`src/rtl/fifo_pkg.sv`:
```
// Shared state encoding and sizing helpers for the FIFO read-side packer.
package fifo_pkg;

  typedef enum logic [1:0] {
    ST_IDLE  = 2'd0,
    ST_FILL  = 2'd1,
    ST_DRAIN = 2'd2
  } state_t;

  // Lane counter must hold LANES itself, hence one bit beyond the lane index.
  function automatic int lane_idx_w(input int lanes);
    return $clog2(lanes) + 1;
  endfunction

  function automatic int timeout_cnt_w(input int timeout);
    return (timeout < 2) ? 1 : $clog2(timeout + 1);
  endfunction

endpackage

```
`src/rtl/fifo_rd_packer.sv`:
```
// Pops bytes from the async FIFO read port and packs them little-endian into
// LANES-wide words on a valid/ready output, with flush and idle-timeout emit.
module fifo_rd_packer
  import fifo_pkg::*;
#(
  parameter int WIDTH   = 8,
  parameter int LANES   = 4,
  parameter int TIMEOUT = 16
) (
  input  logic                   rd_clk,
  input  logic                   rst_n,
  input  logic                   fifo_empty,
  input  logic [WIDTH-1:0]       fifo_dout,
  output logic                   fifo_rd_en,
  input  logic                   flush,
  output logic [WIDTH*LANES-1:0] out_data,
  output logic [LANES-1:0]       out_keep,
  output logic                   out_valid,
  input  logic                   out_ready
);

  localparam int LANE_IDX_W = lane_idx_w(LANES);
  localparam int TW         = timeout_cnt_w(TIMEOUT);
  localparam logic [LANE_IDX_W-1:0] FULL    = LANE_IDX_W'(LANES);
  localparam logic [TW-1:0]         TO_MAX  = TW'(TIMEOUT);
  localparam logic [TW-1:0]         TO_LAST = TW'(TIMEOUT - 1);
  localparam bit                    TO_EN   = (TIMEOUT != 0);

  state_t                  state, state_nx;
  logic [LANE_IDX_W-1:0]   acc_cnt;
  logic                    rd_pending;
  logic                    flush_pend;
  logic [TW-1:0]           idle_cnt;
  logic [WIDTH*LANES-1:0]  acc;

  logic                    capture;
  logic                    load;
  logic                    flush_clr;
  logic                    idle_tick;
  logic                    timeout_hit;
  logic [LANE_IDX_W:0]     inflight;

  function automatic logic [LANES-1:0] keep_mask(input logic [LANE_IDX_W-1:0] n);
    logic [LANES-1:0] m;
    for (int i = 0; i < LANES; i++) m[i] = (LANE_IDX_W'(i) < n);
    return m;
  endfunction

  // Counting the in-flight byte keeps the accumulator from ever being overrun.
  assign inflight    = {1'b0, acc_cnt} + {{LANE_IDX_W{1'b0}}, rd_pending};
  assign fifo_rd_en  = rst_n && !fifo_empty && !flush_pend && (state != ST_DRAIN) &&
                       (inflight < (LANE_IDX_W + 1)'(LANES));
  assign capture     = rd_pending;
  assign load        = (state == ST_DRAIN) && (!out_valid || out_ready);
  assign idle_tick   = (acc_cnt != '0) && !rd_pending && !flush_pend;
  assign timeout_hit = TO_EN && idle_tick && (idle_cnt == TO_LAST);

  always_comb begin
    state_nx  = state;
    flush_clr = 1'b0;
    case (state)
      ST_IDLE: begin
        if (capture)         state_nx  = ST_FILL;
        else if (flush_pend) flush_clr = 1'b1;
      end
      ST_FILL: begin
        // A flush waits for the in-flight byte so it lands in this word.
        if ((acc_cnt == FULL) || (flush_pend && !rd_pending)) state_nx = ST_DRAIN;
      end
      ST_DRAIN: begin
        if (load) begin
          state_nx  = ST_IDLE;
          flush_clr = 1'b1;
        end
      end
      default: state_nx = ST_IDLE;
    endcase
  end

  always_ff @(posedge rd_clk) begin
    if (!rst_n) state <= ST_IDLE;
    else        state <= state_nx;
  end

  always_ff @(posedge rd_clk) begin
    if (!rst_n) begin
      rd_pending <= 1'b0;
      acc_cnt    <= '0;
      flush_pend <= 1'b0;
      idle_cnt   <= '0;
    end else begin
      rd_pending <= fifo_rd_en;
      if (load)         acc_cnt <= '0;
      else if (capture) acc_cnt <= acc_cnt + 1'b1;
      if (flush_clr)                  flush_pend <= 1'b0;
      else if (flush || timeout_hit)  flush_pend <= 1'b1;
      if (capture || load)                        idle_cnt <= '0;
      else if (idle_tick && (idle_cnt != TO_MAX)) idle_cnt <= idle_cnt + 1'b1;
    end
  end

  always_ff @(posedge rd_clk) begin
    if (!rst_n) begin
      acc       <= '0;
      out_data  <= '0;
      out_keep  <= '0;
      out_valid <= 1'b0;
    end else begin
      // Clearing on load keeps the unused lanes of a partial word at zero.
      if (load) begin
        acc <= '0;
      end else if (capture) begin
        for (int i = 0; i < LANES; i++)
          if (acc_cnt == LANE_IDX_W'(i)) acc[i*WIDTH +: WIDTH] <= fifo_dout;
      end
      if (load) begin
        out_data  <= acc;
        out_keep  <= keep_mask(acc_cnt);
        out_valid <= 1'b1;
      end else if (out_ready) begin
        out_valid <= 1'b0;
      end
    end
  end

endmodule

```
`config.mk`:
```
export PLATFORM = sky130hd
export DESIGN_NAME = fifo_rd_packer
export DESIGN_NICKNAME = d
export VERILOG_FILES = /design/src/rtl/fifo_pkg.sv /design/src/rtl/fifo_rd_packer.sv
export SDC_FILE = /design/constraint.sdc
export NUM_CORES = 1
export LEC_CHECK = 0
export BUFFER_PORTS_ARGS = -buffer_cell sky130_fd_sc_hd__buf_2
export CAP_MARGIN = 20
export CORE_UTILIZATION = 50
export CTS_CLUSTER_DIAMETER = 100
export DETAILED_ROUTE_END_ITERATION = 12
export GPL_TIMING_DRIVEN = 1
export PLACE_DENSITY_LB_ADDON = 0.05
export SYNTH_ARGS = -nofsm -noshare
export SYNTH_HDL_FRONTEND = slang
export SYNTH_SLANG_ARGS = --single-unit
```
`constraint.sdc`:
```
create_clock -name rd_clk -period 2 [get_ports rd_clk]
set_input_delay 0 -clock rd_clk [delete_from_list [all_inputs] [get_ports rd_clk]]
set_output_delay 0 -clock rd_clk [all_outputs]
set_load 0.05 [all_outputs]
```
# After elaboration in Yosys (flattened, before gate mapping)
# Cells that the tools add are included.
# word_totals
ff_bits,81
latch_bits,0
mem_bits_rw,0
romBits,0
inputBits,13
out_inout_bits,38
word_cells,73
n_memories,0
# op_classes
add_sub_neg,3
mul,0
n_div,0
magnitude_cmp,5
eq_ne,12
n_shift,0
n_mux,10
bitwise,1
reduce_logical,30
# op_table
op,count
1-bit logical AND,10
2-bit != test (second input constant),4
2-bit AND reduction,4
3-bit by 2-bit equality test with 1-bit output (second input constant),2
1-bit by 3-bit < comparator with 1-bit output (first input constant),2
2-bit by 3-bit < comparator with 1-bit output (first input constant),2
2-bit two-way mux,3
2-bit one-hot mux with 3 select lines,1
2-bit OR reduction,3
5-bit by 1-bit adder with 5-bit output (second input constant),1
5-bit by 4-bit equality test with 1-bit output (second input constant),1
1-bit two-way mux,5
5-bit != test (second input constant),1
3-bit by 1-bit adder with 4-bit output,1
1-bit zero test,4
1-bit logical OR,4
4-bit by 3-bit < comparator with 1-bit output (second input constant),1
3-bit by 1-bit adder with 3-bit output (second input constant),1
3-bit by 1-bit equality test with 1-bit output (second input constant),1
3-bit equality test (second input constant),1
3-bit zero test,1
3-bit AND reduction,1
3-bit nonzero test,1
2-bit by 1-bit equality test with 1-bit output (second input constant),1
other kinds (5),5

# Logic depth before layout (Yosys ltp)
# Gate-level depths: netlist of run 1.
# logic_depth
depth_word,6
mapped_depth,7
mapped_depth_nobuf,5

# Worst setup path after synthesis of run 1
# No wires, ideal clock.
# synth_path
kind,register to output
start,register acc_cnt[2]
end,output fifo_rd_en
t_arrival_ns,2.073
required_time_ns,2.000
slack_ns,-0.073
stages_incl_launch_ff,3
n_path_buf,0
cell_sequence,dfxtp_1 > or4b_1 > a311oi_1
# synth_between
elab_chain_len,3
# synth_lines
element,line_no,rtl
from (decl),fifo_rd_packer.sv:30,logic [LANE_IDX_W-1:0] acc_cnt;
from (signal assigned),fifo_rd_packer.sv:94,else if (capture) acc_cnt <= acc_cnt + 1'b1;
3-bit by 1-bit adder with 4-bit output,fifo_rd_packer.sv:50,"assign inflight = {1'b0, acc_cnt} + {{LANE_IDX_W{1'b0}}, rd_pending};"
4-bit by 3-bit < comparator with 1-bit output,fifo_rd_packer.sv:52,(inflight < (LANE_IDX_W + 1)'(LANES));
1-bit logical AND,fifo_rd_packer.sv:51,assign fifo_rd_en = rst_n && !fifo_empty && !flush_pend && (state != ST_DRAIN) &&
to (decl),fifo_rd_packer.sv:14,"output logic fifo_rd_en,"
# No other way between the ends.

# Worst setup path after layout of run 1
# layout_path
start,register acc_cnt[0]
end,register idle_cnt[3]
# layout_between
elab_chain_len,4
# layout_lines
element,line_no,rtl
3-bit nonzero test,fifo_rd_packer.sv:55,assign idle_tick = (acc_cnt != '0) && !rd_pending && !flush_pend;
1-bit logical AND (2 in a row),fifo_rd_packer.sv:55,
1-bit logical AND,fifo_rd_packer.sv:98,else if (idle_tick && (idle_cnt != TO_MAX)) idle_cnt <= idle_cnt + 1'b1;
to (signal assigned),fifo_rd_packer.sv:98,
to (decl),fifo_rd_packer.sv:33,logic [TW-1:0] idle_cnt;
# No other way between the ends.
# A chain may end at the register's enable or synchronous reset.

==> results of run 1 <==
-- layout by cell type (no fill, tap or decap), types with 2 or more instances in the layout --
master                          synthesis  routed
sky130_fd_sc_hd__nor2_1                29      29
sky130_fd_sc_hd__buf_4                  1      16
sky130_fd_sc_hd__clkinv_2               0       2
sky130_fd_sc_hd__a21boi_1              23      23
sky130_fd_sc_hd__nand3_1               34      34
sky130_fd_sc_hd__o21ai_0               35      35
sky130_fd_sc_hd__clkbuf_8               0      10
sky130_fd_sc_hd__a311oi_1               3       2
sky130_fd_sc_hd__ha_1                   6       6
sky130_fd_sc_hd__o31ai_1                3       3
sky130_fd_sc_hd__dlygate4sd3_1          0      10
sky130_fd_sc_hd__nand2b_1               5       5
sky130_fd_sc_hd__dfxtp_1               81      81
sky130_fd_sc_hd__nor3b_1                3       3
sky130_fd_sc_hd__nand4_1                3       3
sky130_fd_sc_hd__buf_2                 14      50
sky130_fd_sc_hd__nor2b_1                4       3
sky130_fd_sc_hd__o211ai_1               2       2
sky130_fd_sc_hd__a21boi_0              12      12
sky130_fd_sc_hd__mux2i_1               26      26
sky130_fd_sc_hd__nor3_1                 3       3
sky130_fd_sc_hd__a21oi_1               14      14
sky130_fd_sc_hd__nand2_1               18      18
sky130_fd_sc_hd__clkbuf_1              13       3
sky130_fd_sc_hd__nand3b_1               2       2
sky130_fd_sc_hd__a31oi_1                2       2
sky130_fd_sc_hd__inv_1                  7       7
-- worst max-delay path, delay by kind of cell, from the launching register on --
family                   cells  cell delay, ps
AO/OA/AOI/OAI                1             150
flip-flops                   1             520
adder cells (fa/ha/maj)      1             260
AND/OR/NAND/NOR              2             700
buffers and inverters        1             120
-- per-layer routing --
layer,track usage [%],routed length (um),vias up
met4,7.24,112,0
li1,-,-,1385
met1,32.2,3860,1293
met3,5.24,288,9
met2,36.6,3410,56
met5,0,0,-
-- logic make-up after synthesis --
| logic type | after synthesis | synth area share (%) |
|---|---|---|
| AND/OR/NAND/NOR | 112 | 17.1 |
| XOR/XNOR | 2 | 0.525 |
| multiplexers | 26 | 7.80 |
| AO/OA/AOI/OAI | 99 | 18.8 |
| adder cells (fa/ha/maj) | 6 | 2.25 |
| flip-flops | 81 | 48.6 |
| buffers and inverters | 38 | 4.95 |
-- state kept, by name, summed over array words and instances (netlist names) --
register and cells:
out_keep 4, idle_cnt 5, acc 32, out_valid 1, out_data 32, acc_cnt 3, state 2, capture 1
flush_pend 1
-- stage by stage --
stage / cell area (um2) / cells
finish: 3970 / 502
floorplan: 3340 / 364
global placement: 3680 / 476
global route: 3970 / 502
detailed placement: 3680 / 476
CTS: 3970 / 502
-- how the worst max path moves through the flow --
stage / from / end / slack [ps] / cells past startpoint
floorplan: acc_cnt[0]$_SDFFE_PP0P_ / idle_cnt[3]$_SDFFE_PP0P_ / 380 / 6
global placement: acc_cnt[0]$_SDFFE_PP0P_ / idle_cnt[3]$_SDFFE_PP0P_ / 280 / 5
detailed placement: acc_cnt[0]$_SDFFE_PP0P_ / idle_cnt[3]$_SDFFE_PP0P_ / 230 / 5
finish: acc_cnt[0]$_SDFFE_PP0P_ / idle_cnt[3]$_SDFFE_PP0P_ / 180 / 5
global route: acc_cnt[0]$_SDFFE_PP0P_ / idle_cnt[3]$_SDFFE_PP0P_ / 40 / 5
CTS: flush_pend$_SDFFE_PP0P_ / fifo_rd_en / 190 / 3
-- power groups by stage --
| stage | registers, mW | logic [mW] | clock network, mW |
|---|---|---|---|
| after detailed placement | 1.70 | 0.196 | 0 |
| after CTS | 1.66 | 0.212 | 1.19 |
| final | 1.66 | 0.211 | 1.16 |
| after floorplan | 1.69 | 0.138 | 0 |
| after global placement | 1.70 | 0.193 | 0 |
| after global routing | 1.67 | 0.232 | 1.27 |
-- area by class of cell --
type	instances	area share [%]
Clock buffer	13	3.75
Clock inverter	3	1.01
Inverter	7	0.662
Multi-Input combinational cell	245	39.4
Sequential cell	81	40.9
Tap cell	77	2.43
Timing Repair Buffer	76	11.9
==> out/metrics.json, run 1 <==
{
  "run_status": {"value": "completed"},
  "peak_vdd_ir": {"value": 0.000510, "unit": "V"},
  "fin_skew": {"value": 6.09, "unit": "ps"},
  "cts_tree": {"value": "yes"},
  "worstPathArrival": {"value": 2100, "unit": "ps"},
  "ant_nets": {"value": 0},
  "diodes": {"value": 0},
  "regToRegStartpoint": {"value": "acc_cnt[0]$_SDFFE_PP0P_"},
  "gate_count_post_synth": {"value": 364},
  "maximum_buffer_depth_of_the_clock_tree": {"value": 2},
  "drt-vias-per-instance": {"value": 5.46},
  "cpPeakStageDelay": {"value": 520, "unit": "ps"},
  "p_switching": {"value": 0.699, "unit": "mW"},
  "synth.net_count": {"value": 383},
  "core_area": {"value": 6390, "unit": "um2"},
  "globalRoute.totalOverflow": {"value": 0},
  "final-hold-violation-count": {"value": 0},
  "sw_frac_of_total": {"value": 23.0, "unit": "%"},
  "powerDensity": {"value": 765, "unit": "nW/um2"},
  "maxSlewViolCount": {"value": 0},
  "grt_max_degree": {"value": 29},
  "setup_viol": {"value": 0},
  "hold-path-endpoint": {"value": "state[1]$_SDFFE_PN0P_"},
  "yosys.cell_count.top_type": {"value": "sky130_fd_sc_hd__dfxtp_1"},
  "timing_worst_slew_pin_value": {"value": 558, "unit": "ps"},
  "via_count_of_the_first_global_routing_pass": {"value": 2649},
  "avgSynthCellArea": {"value": 9.16, "unit": "um2"},
  "drt-pass1-iter-count": {"value": 4},
  "crit_chain": {"value": "inv_1 -> ha_1 -> nor2b_1 -> or4_1 -> a21oi_1"},
  "cts-hold-fix-buffers": {"value": 10},
  "final_net_count": {"value": 439},
  "critical_path.endpoint_type": {"value": "flop"},
  "share_seq_of_total_power": {"value": 54.7, "unit": "%"},
  "ys_ff_latch": {"value": 81},
  "fraction_of_power_consumed_by_combinational_cells": {"value": 7.0, "unit": "%"},
  "hold_ws": {"value": 60.7, "unit": "ps"},
  "seq_area": {"value": 1620, "unit": "um2"},
  "vias": {"value": 2743},
  "dr.first_iter.drc_count": {"value": 164},
  "insertion_delay": {"value": 350, "unit": "ps"},
  "fillers": {"value": 581},
  "rrSetupSlack": {"value": 180, "unit": "ps"},
  "floorplan.initialDensity": {"value": 52.2, "unit": "%"},
  "internal_power": {"value": 2.34, "unit": "mW"},
  "post_drt_wl_per_cell": {"value": 15.3, "unit": "um"},
  "clock_sinks": {"value": 81},
  "fin_setup_tns": {"value": 0, "unit": "ps"},
  "total_leakage_power": {"value": 1.63, "unit": "nW"},
  "timing.critical_path.from_type": {"value": "flop"},
  "routed_wire_length": {"value": 7670, "unit": "um"},
  "gr-usage-all-layers": {"value": 23.4, "unit": "%"},
  "number_of_h_tree_branching_levels": {"value": 3},
  "r2r-end": {"value": "idle_cnt[3]$_SDFFE_PP0P_"},
  "critical-path-slowest-cell": {"value": "sky130_fd_sc_hd__dfxtp_1"},
  "ys_seq_area_share": {"value": 48.6, "unit": "%"},
  "postSynth.asyncResetShare": {"value": 0, "unit": "%"},
  "ys_warn_count": {"value": 0},
  "horizontal_extent_of_the_die": {"value": 83.7, "unit": "um"},
  "placementRows": {"value": 29},
  "die_height": {"value": 83.7, "unit": "um"},
  "multi_input_comb_area": {"value": 1560, "unit": "um2"},
  "cts.root.buffer_cell": {"value": "sky130_fd_sc_hd__clkbuf_8"},
  "whs_path_depth": {"value": 2},
  "drc": {"value": 0},
  "period_minus_ws_final": {"value": 1820, "unit": "ps"},
  "worst-endpoint-required": {"value": 2270, "unit": "ps"},
  "ys_types": {"value": 43},
  "p_r_area_growth_vs_syn": {"value": 18.9, "unit": "%"},
  "postLayoutCoreUtil": {"value": 62.1, "unit": "%"},
  "cts-buffers-inserted": {"value": 9},
  "synth_top_area_cell": {"value": "sky130_fd_sc_hd__dfxtp_1"},
  "synth.cells.most_frequent": {"value": "81 x sky130_fd_sc_hd__dfxtp_1, 35 x sky130_fd_sc_hd__o21ai_0, 34 x sky130_fd_sc_hd__nand3_1"},
  "synth.area.top_cells": {"value": "sky130_fd_sc_hd__dfxtp_1 49%, sky130_fd_sc_hd__mux2i_1 7.8%, sky130_fd_sc_hd__o21ai_0 5.3%, sky130_fd_sc_hd__a21boi_1 5.2%, sky130_fd_sc_hd__nand3_1 5.1%"},
  "rsz_0062_raised_after_global_routing": {"value": "no"},
  "number_of_antenna_violations_at_the_first_check_in_global_routing": {"value": 0},
  "postSynth.topFlopCell": {"value": "sky130_fd_sc_hd__dfxtp_1"},
  "timing.hold.worst.class": {"value": "input pin to flop"},
  "beginning_of_the_worst_hold_path": {"value": "rst_n"},
  "power_frac_clock": {"value": 38.3, "unit": "%"},
  "clk_pin_slew_worst_paths": {"value": 70, "unit": "ps"},
  "final_layout_size_suffix_gt1_share": {"value": 19.8, "unit": "%"},
  "setup.worst_path.class": {"value": "flop to flop"},
  "synth_top_area_share": {"value": 48.6, "unit": "%"},
  "buffer_ports.inserted": {"value": 50},
  "totalPowerFinal": {"value": 3.04, "unit": "mW"},
  "cts.repair.resized": {"value": 0},
  "mappedNetlistArea": {"value": 3340, "unit": "um2"},
  "r2r_cells": {"value": 5},
  "finalCritPeriodShare": {"value": 91.0, "unit": "%"},
  "fmax": {"value": 0.549, "unit": "GHz"},
  "routabilityCongestion": {"value": 0.787},
  "max_slew_margin": {"value": 62.3, "unit": "%"},
  "pre_cts_slack": {"value": 227, "unit": "ps"},
  "number_of_enable_type_register_cells_in_the_synthesized_netlist": {"value": 0},
  "worst_slack": {"value": 179, "unit": "ps"},
  "ios": {"value": 51},
  "max_capacitance_violation_count": {"value": 0},
  "grt_first_pass_wirelength": {"value": 13000, "unit": "um"},
  "die-area": {"value": 7000, "unit": "um2"},
  "post_cts.repair.setup_buffers": {"value": 0},
  "hpwlAfterDp": {"value": 5010, "unit": "um"},
  "crit_fanout": {"value": 10}
}
Power figures use the tool's default switching activity.
==> inputs of run 2 (changes only) <==
CTS_CLUSTER_SIZE = 20   (was default)
clock period = 1.5 ns   (was 2 ns; I/O delays follow)
==> out/metrics.json, run 2 (synthesis results as in run 1) <==
{
  "stdcell_count": {"value": 507},
  "violations_in_the_final_reports": {"value": "negative hold slack, negative setup slack"},
  "worst-endpoint-required": {"value": 1500, "unit": "ps"},
  "timing.hold.worst.class": {"value": "input pin to flop"},
  "powerDensity": {"value": 1010, "unit": "nW/um2"},
  "number_of_h_tree_branching_levels": {"value": 3},
  "regToRegStartpoint": {"value": "acc_cnt[1]$_SDFFE_PP0P_"},
  "max_slew_margin": {"value": 69.5, "unit": "%"},
  "critical-path-slowest-cell": {"value": "sky130_fd_sc_hd__or4b_4"},
  "final_layout_size_suffix_gt1_share": {"value": 22.8, "unit": "%"},
  "cts.root.buffer_cell": {"value": "sky130_fd_sc_hd__clkbuf_8"},
  "via_count_of_the_first_global_routing_pass": {"value": 2595},
  "vias": {"value": 2793},
  "crit_chain": {"value": "or4b_4 -> a311oi_4 -> buf_6"},
  "diodes": {"value": 0},
  "multi_input_comb_area": {"value": 1600, "unit": "um2"},
  "fin_skew": {"value": 7.48, "unit": "ps"},
  "floorplan.initialDensity": {"value": 52.2, "unit": "%"},
  "cts-buffers-inserted": {"value": 9},
  "setup_viol": {"value": 1},
  "final_net_count": {"value": 444},
  "fraction_of_power_consumed_by_combinational_cells": {"value": 7.9, "unit": "%"},
  "fillers": {"value": 562},
  "drc": {"value": 0},
  "globalRoute.totalOverflow": {"value": 0},
  "fin_setup_tns": {"value": -146, "unit": "ps"},
  "post_drt_wl_per_cell": {"value": 14.9, "unit": "um"},
  "placementRows": {"value": 29},
  "total_leakage_power": {"value": 1.69, "unit": "nW"},
  "beginning_of_the_worst_hold_path": {"value": "fifo_empty"},
  "p_switching": {"value": 0.983, "unit": "mW"},
  "die-area": {"value": 7000, "unit": "um2"},
  "share_seq_of_total_power": {"value": 53.3, "unit": "%"},
  "fmax": {"value": 0.608, "unit": "GHz"},
  "gr-usage-all-layers": {"value": 22.9, "unit": "%"},
  "die_height": {"value": 83.7, "unit": "um"},
  "cts_tree": {"value": "yes"},
  "hold_ws": {"value": -60.7, "unit": "ps"},
  "max_capacitance_violation_count": {"value": 0},
  "core_area": {"value": 6390, "unit": "um2"},
  "worstPathArrival": {"value": 1650, "unit": "ps"},
  "cpPeakStageDelay": {"value": 550, "unit": "ps"},
  "setup.worst_path.class": {"value": "flop to output pin"},
  "ant_nets": {"value": 0},
  "hpwlAfterDp": {"value": 4960, "unit": "um"},
  "dr.first_iter.drc_count": {"value": 158},
  "sw_frac_of_total": {"value": 23.8, "unit": "%"},
  "clock_sinks": {"value": 81},
  "buffer_ports.inserted": {"value": 50},
  "maxSlewViolCount": {"value": 0},
  "post_cts.repair.setup_buffers": {"value": 0},
  "timing_worst_slew_pin_value": {"value": 445, "unit": "ps"},
  "drt-vias-per-instance": {"value": 5.51},
  "power_frac_clock": {"value": 38.8, "unit": "%"},
  "horizontal_extent_of_the_die": {"value": 83.7, "unit": "um"},
  "seq_area": {"value": 1630, "unit": "um2"},
  "postPlaceCellArea": {"value": 3770, "unit": "um2"},
  "startpoint": {"value": "acc_cnt[2]$_SDFFE_PP0P_"},
  "maximum_buffer_depth_of_the_clock_tree": {"value": 2},
  "family_with_the_most_delay_on_the_worst_path": {"value": "simple AND/OR/NAND/NOR gates"},
  "timing.critical_path.from_type": {"value": "flop"},
  "most-common-layout-cells": {"value": "77 x sky130_fd_sc_hd__dfxtp_1, 49 x sky130_fd_sc_hd__buf_2, 35 x sky130_fd_sc_hd__o21ai_0"},
  "layout_top_registers": {"value": "acc (32), out_data (32), idle_cnt (5)"},
  "cts-hold-fix-buffers": {"value": 10},
  "insertion_delay": {"value": 350, "unit": "ps"},
  "period_minus_ws_final": {"value": 1650, "unit": "ps"},
  "final-hold-violation-count": {"value": 1},
  "ios": {"value": 51},
  "pre_cts_slack": {"value": 70.1, "unit": "ps"},
  "post-route-cell-area": {"value": 4090, "unit": "um2"},
  "routed_wire_length": {"value": 7580, "unit": "um"},
  "crit_fanout": {"value": 2},
  "cp.buffers_inverters": {"value": 1},
  "routabilityCongestion": {"value": 0.789},
  "internal_power": {"value": 3.15, "unit": "mW"},
  "worst_slack": {"value": -146, "unit": "ps"},
  "p_r_area_growth_vs_syn": {"value": 22.7, "unit": "%"},
  "number_of_antenna_violations_at_the_first_check_in_global_routing": {"value": 0},
  "finalCritPeriodShare": {"value": 110, "unit": "%"},
  "drt-pass1-iter-count": {"value": 4},
  "dpl_cells": {"value": 481},
  "run_status": {"value": "finished with violations"},
  "most_common_library_cell_in_the_layout_ignoring_fill_and_taps": {"value": "sky130_fd_sc_hd__dfxtp_1"},
  "grt_max_degree": {"value": 39},
  "clk_pin_slew_worst_paths": {"value": 80, "unit": "ps"},
  "grt_first_pass_wirelength": {"value": 12700, "unit": "um"},
  "critical_path.endpoint_type": {"value": "output pin"},
  "peak_vdd_ir": {"value": 0.000611, "unit": "V"},
  "rsz_0062_raised_after_global_routing": {"value": "yes"}
}
## run 2: changes by cell type in the layout (fill, tap and decap cells not counted), moves of 2 or more
| cell | change |
|---|---|
| sky130_fd_sc_hd__dfxtp_1 | -4 |
| sky130_fd_sc_hd__buf_4 | +3 |
| sky130_fd_sc_hd__dfxtp_2 | +3 |
| sky130_fd_sc_hd__buf_12 | +2 |
| sky130_fd_sc_hd__clkinv_4 | +2 |
## run 2: worst paths after layout
path | end | slack (ps) | cells past startpoint
hold reg to reg | acc[28]$_SDFFE_PP0P_ | 460 | 2
setup reg to reg | idle_cnt[3]$_SDFFE_PP0P_ | 60 | 5
setup / recovery | fifo_rd_en | -150 | 3
hold / removal | capture$_SDFF_PN0_ | -60 | 3
## run 2: power by group through the flow
stage | Combinational [mW] | Sequential (mW) | Clock [mW]
after floorplan | 0.196 | 2.26 | 0
after global placement | 0.297 | 2.25 | 0
after detailed placement | 0.301 | 2.25 | 0
after CTS | 0.325 | 2.20 | 1.62
after global routing | 0.358 | 2.21 | 1.72
final | 0.328 | 2.20 | 1.60
## run 2: metal layers
metal / global-route usage (%) / vias up / part of all wire [%]
met3: 3.56 / 9 / 2.6
met5: 0 / - / 0
met4: 8.78 / 0 / 1.3
met1: 32.0 / 1328 / 51
li1: - / 1405 / -
met2: 35.8 / 51 / 45
## run 2: area by class of cell
cell class / instances / area share (%)
clock buffer: 12 / 3.55
clock inverter: 4 / 1.28
inverter: 7 / 0.642
multi-input combinational: 245 / 39.2
sequential: 81 / 39.8
tap: 77 / 2.35
timing repair buffer: 81 / 13.2
## run 2: per-stage QoR
step                utilization, %  total power, mW
finish                        64.1             4.13
CTS                           63.8             4.15
floorplan                        -             2.45
detailed placement            59.0             2.55
global placement              59.0             2.55
global route                  64.1             4.28
## run 2: repair_timing
action / in CTS / in global routing
hold endpoints to repair: 28 / 1
setup endpoints to repair: 1 / 6
gates resized for setup: 3 / 4
## run 2: worst reg2reg max path, cell delays in order (launching register included)
cell                      delay [ps]
sky130_fd_sc_hd__dfxtp_4         390
sky130_fd_sc_hd__inv_1            50
sky130_fd_sc_hd__ha_2            190
sky130_fd_sc_hd__nor2b_4         140
sky130_fd_sc_hd__or4_1           490
sky130_fd_sc_hd__a21oi_1         120
==> inputs of run 3 (changes only) <==
--- a/config.mk
+++ b/config.mk
@@ -8,3 +8,3 @@
 export BUFFER_PORTS_ARGS = -buffer_cell sky130_fd_sc_hd__buf_2
-export CAP_MARGIN = 20
+export CAP_MARGIN = 5
 export CORE_UTILIZATION = 50
==> constraint.sdc (replaced) <==
create_clock -name rd_clk -period 1.5 [get_ports rd_clk]
set_input_delay 0.075 -clock rd_clk [delete_from_list [all_inputs] [get_ports rd_clk]]
set_output_delay 0.075 -clock rd_clk [all_outputs]
set_load 0.05 [all_outputs]
==> out/metrics.json, run 3 (synthesis results as in run 1) <==
{
  "ios": {"value": 51},
  "worst_slack": {"value": -205, "unit": "ps"},
  "final_layout_size_suffix_gt1_share": {"value": 23.7, "unit": "%"},
  "fillers": {"value": 553},
  "clk_pin_slew_worst_paths": {"value": 80, "unit": "ps"},
  "period_minus_ws_final": {"value": 1710, "unit": "ps"},
  "drt-vias-per-instance": {"value": 5.53},
  "run_status": {"value": "finished with violations"},
  "floorplan.initialDensity": {"value": 52.2, "unit": "%"},
  "finalCritPeriodShare": {"value": 114, "unit": "%"},
  "cts_tree": {"value": "yes"},
  "fin_skew": {"value": 9.53, "unit": "ps"},
  "whs_path_depth": {"value": 3},
  "diodes": {"value": 0},
  "buffer_ports.inserted": {"value": 50},
  "dpl_cells": {"value": 480},
  "rsz_0062_raised_after_global_routing": {"value": "yes"},
  "total_leakage_power": {"value": 1.64, "unit": "nW"},
  "final-hold-violation-count": {"value": 0},
  "startpoint": {"value": "acc_cnt[2]$_SDFFE_PP0P_"},
  "ant_nets": {"value": 0},
  "drc": {"value": 0},
  "vias": {"value": 2739},
  "timing_worst_slew_pin_value": {"value": 367, "unit": "ps"},
  "maximum_buffer_depth_of_the_clock_tree": {"value": 2},
  "most_common_library_cell_in_the_layout_ignoring_fill_and_taps": {"value": "sky130_fd_sc_hd__dfxtp_1"},
  "number_of_h_tree_branching_levels": {"value": 3},
  "fin_setup_tns": {"value": -205, "unit": "ps"},
  "globalRoute.totalOverflow": {"value": 0},
  "grt_max_degree": {"value": 40},
  "cts-buffers-inserted": {"value": 9},
  "setup.worst_path.class": {"value": "flop to output pin"},
  "stdcell_count": {"value": 495},
  "crit_path_end": {"value": "fifo_rd_en"},
  "core_area": {"value": 6390, "unit": "um2"},
  "critical_path.endpoint_type": {"value": "output pin"},
  "p_r_area_growth_vs_syn": {"value": 20.1, "unit": "%"},
  "worstPathArrival": {"value": 1630, "unit": "ps"},
  "postPlaceCellArea": {"value": 3790, "unit": "um2"},
  "die-area": {"value": 7000, "unit": "um2"},
  "post-route-cell-area": {"value": 4010, "unit": "um2"},
  "fmax": {"value": 0.586, "unit": "GHz"},
  "peak_vdd_ir": {"value": 0.000689, "unit": "V"},
  "horizontal_extent_of_the_die": {"value": 83.7, "unit": "um"},
  "maxSlewViolCount": {"value": 0},
  "gr-usage-all-layers": {"value": 22.9, "unit": "%"},
  "die_height": {"value": 83.7, "unit": "um"},
  "seq_area": {"value": 1630, "unit": "um2"},
  "r2r_cells": {"value": 5},
  "timing.hold.worst.class": {"value": "input pin to flop"},
  "setup_viol": {"value": 1},
  "layout_top_registers": {"value": "acc (32), out_data (32), idle_cnt (5)"},
  "hpwlAfterDp": {"value": 4900, "unit": "um"},
  "via_count_of_the_first_global_routing_pass": {"value": 2635},
  "post_cts.repair.setup_buffers": {"value": 0},
  "regToRegStartpoint": {"value": "acc_cnt[0]$_SDFFE_PP0P_"},
  "powerDensity": {"value": 1020, "unit": "nW/um2"},
  "number_of_antenna_violations_at_the_first_check_in_global_routing": {"value": 0},
  "grt_first_pass_wirelength": {"value": 12600, "unit": "um"},
  "r2r-end": {"value": "idle_cnt[3]$_SDFFE_PP0P_"},
  "routed_wire_length": {"value": 7470, "unit": "um"},
  "rrSetupSlack": {"value": 80, "unit": "ps"},
  "timing.critical_path.from_type": {"value": "flop"},
  "cts-hold-fix-buffers": {"value": 0},
  "worst-endpoint-required": {"value": 1420, "unit": "ps"},
  "cts.root.buffer_cell": {"value": "sky130_fd_sc_hd__clkbuf_8"},
  "drt-pass1-iter-count": {"value": 5},
  "multi_input_comb_area": {"value": 1590, "unit": "um2"},
  "crit_fanout": {"value": 2},
  "post_drt_wl_per_cell": {"value": 15.1, "unit": "um"},
  "max_slew_margin": {"value": 74.9, "unit": "%"},
  "dr.first_iter.drc_count": {"value": 110},
  "most-common-layout-cells": {"value": "76 x sky130_fd_sc_hd__dfxtp_1, 49 x sky130_fd_sc_hd__buf_2, 35 x sky130_fd_sc_hd__o21ai_0"},
  "final_net_count": {"value": 433},
  "insertion_delay": {"value": 350, "unit": "ps"},
  "violations_in_the_final_reports": {"value": "negative setup slack"},
  "max_capacitance_violation_count": {"value": 0},
  "placementRows": {"value": 29},
  "clock_sinks": {"value": 81},
  "routabilityCongestion": {"value": 0.721}
}
-- run 3: where the power goes --
group	switching, mW	internal [mW]	total [mW]
Sequential	0.0228	2.18	2.20
Combinational	0.177	0.135	0.313
Clock	0.772	0.802	1.57
-- run 3: repair_timing --
item | CTS | global route
setup endpoints to repair | 1 | 18
gates resized for setup | 4 | 3
gates cloned | 0 | 0
-- run 3: per-layer routing --
layer  global-route usage [%]  up-vias  share of wire [%]
met5                        0        -                  0
met4                     10.6        0                2.2
met3                     4.85       17                4.8
met2                     34.3       80                 45
met1                     31.5     1259                 48
li1                         -     1383                  -
-- run 3: worst min-delay path by stage --
stage                 start  slack (ps)                 endpoint
2_1_floorplan  fifo_dout[0]         210     acc[24]$_SDFFE_PP0P_
3_3_place_gp   fifo_dout[7]         370     acc[31]$_SDFFE_PP0P_
3_5_place_dp          flush         360  flush_pend$_SDFFE_PP0P_
4_1_cts        fifo_dout[7]           2     acc[31]$_SDFFE_PP0P_
5_1_grt          fifo_empty          10       capture$_SDFF_PN0_
6_report       fifo_dout[7]          10     acc[31]$_SDFFE_PP0P_
-- run 3: per-stage QoR --
step	worst slack, ps	power [mW]	hold WS [ps]	util (%)
after floorplan	-28.9	2.45	211	-
after global placement	57.2	2.55	368	59.4
after detailed placement	36.7	2.56	355	59.4
after CTS	-218	4.12	1.83	62.6
after global routing	-248	4.25	10.7	62.7
final	-205	4.09	12.5	62.7
-- run 3: worst max-delay path, stage by stage (launching register included) --
cell	delay, ps
sky130_fd_sc_hd__dfxtp_2	330
sky130_fd_sc_hd__or4b_4	550
sky130_fd_sc_hd__a311oi_4	220
sky130_fd_sc_hd__buf_6	190
-- run 3: cell type report --
class | count | share of cell area (%)
Timing Repair Buffer | 70 | 11.7
Inverter | 7 | 0.656
Tap cell | 77 | 2.41
Clock inverter | 5 | 1.41
Sequential cell | 81 | 40.6
Multi-Input combinational cell | 245 | 39.7
Clock buffer | 10 | 3.44
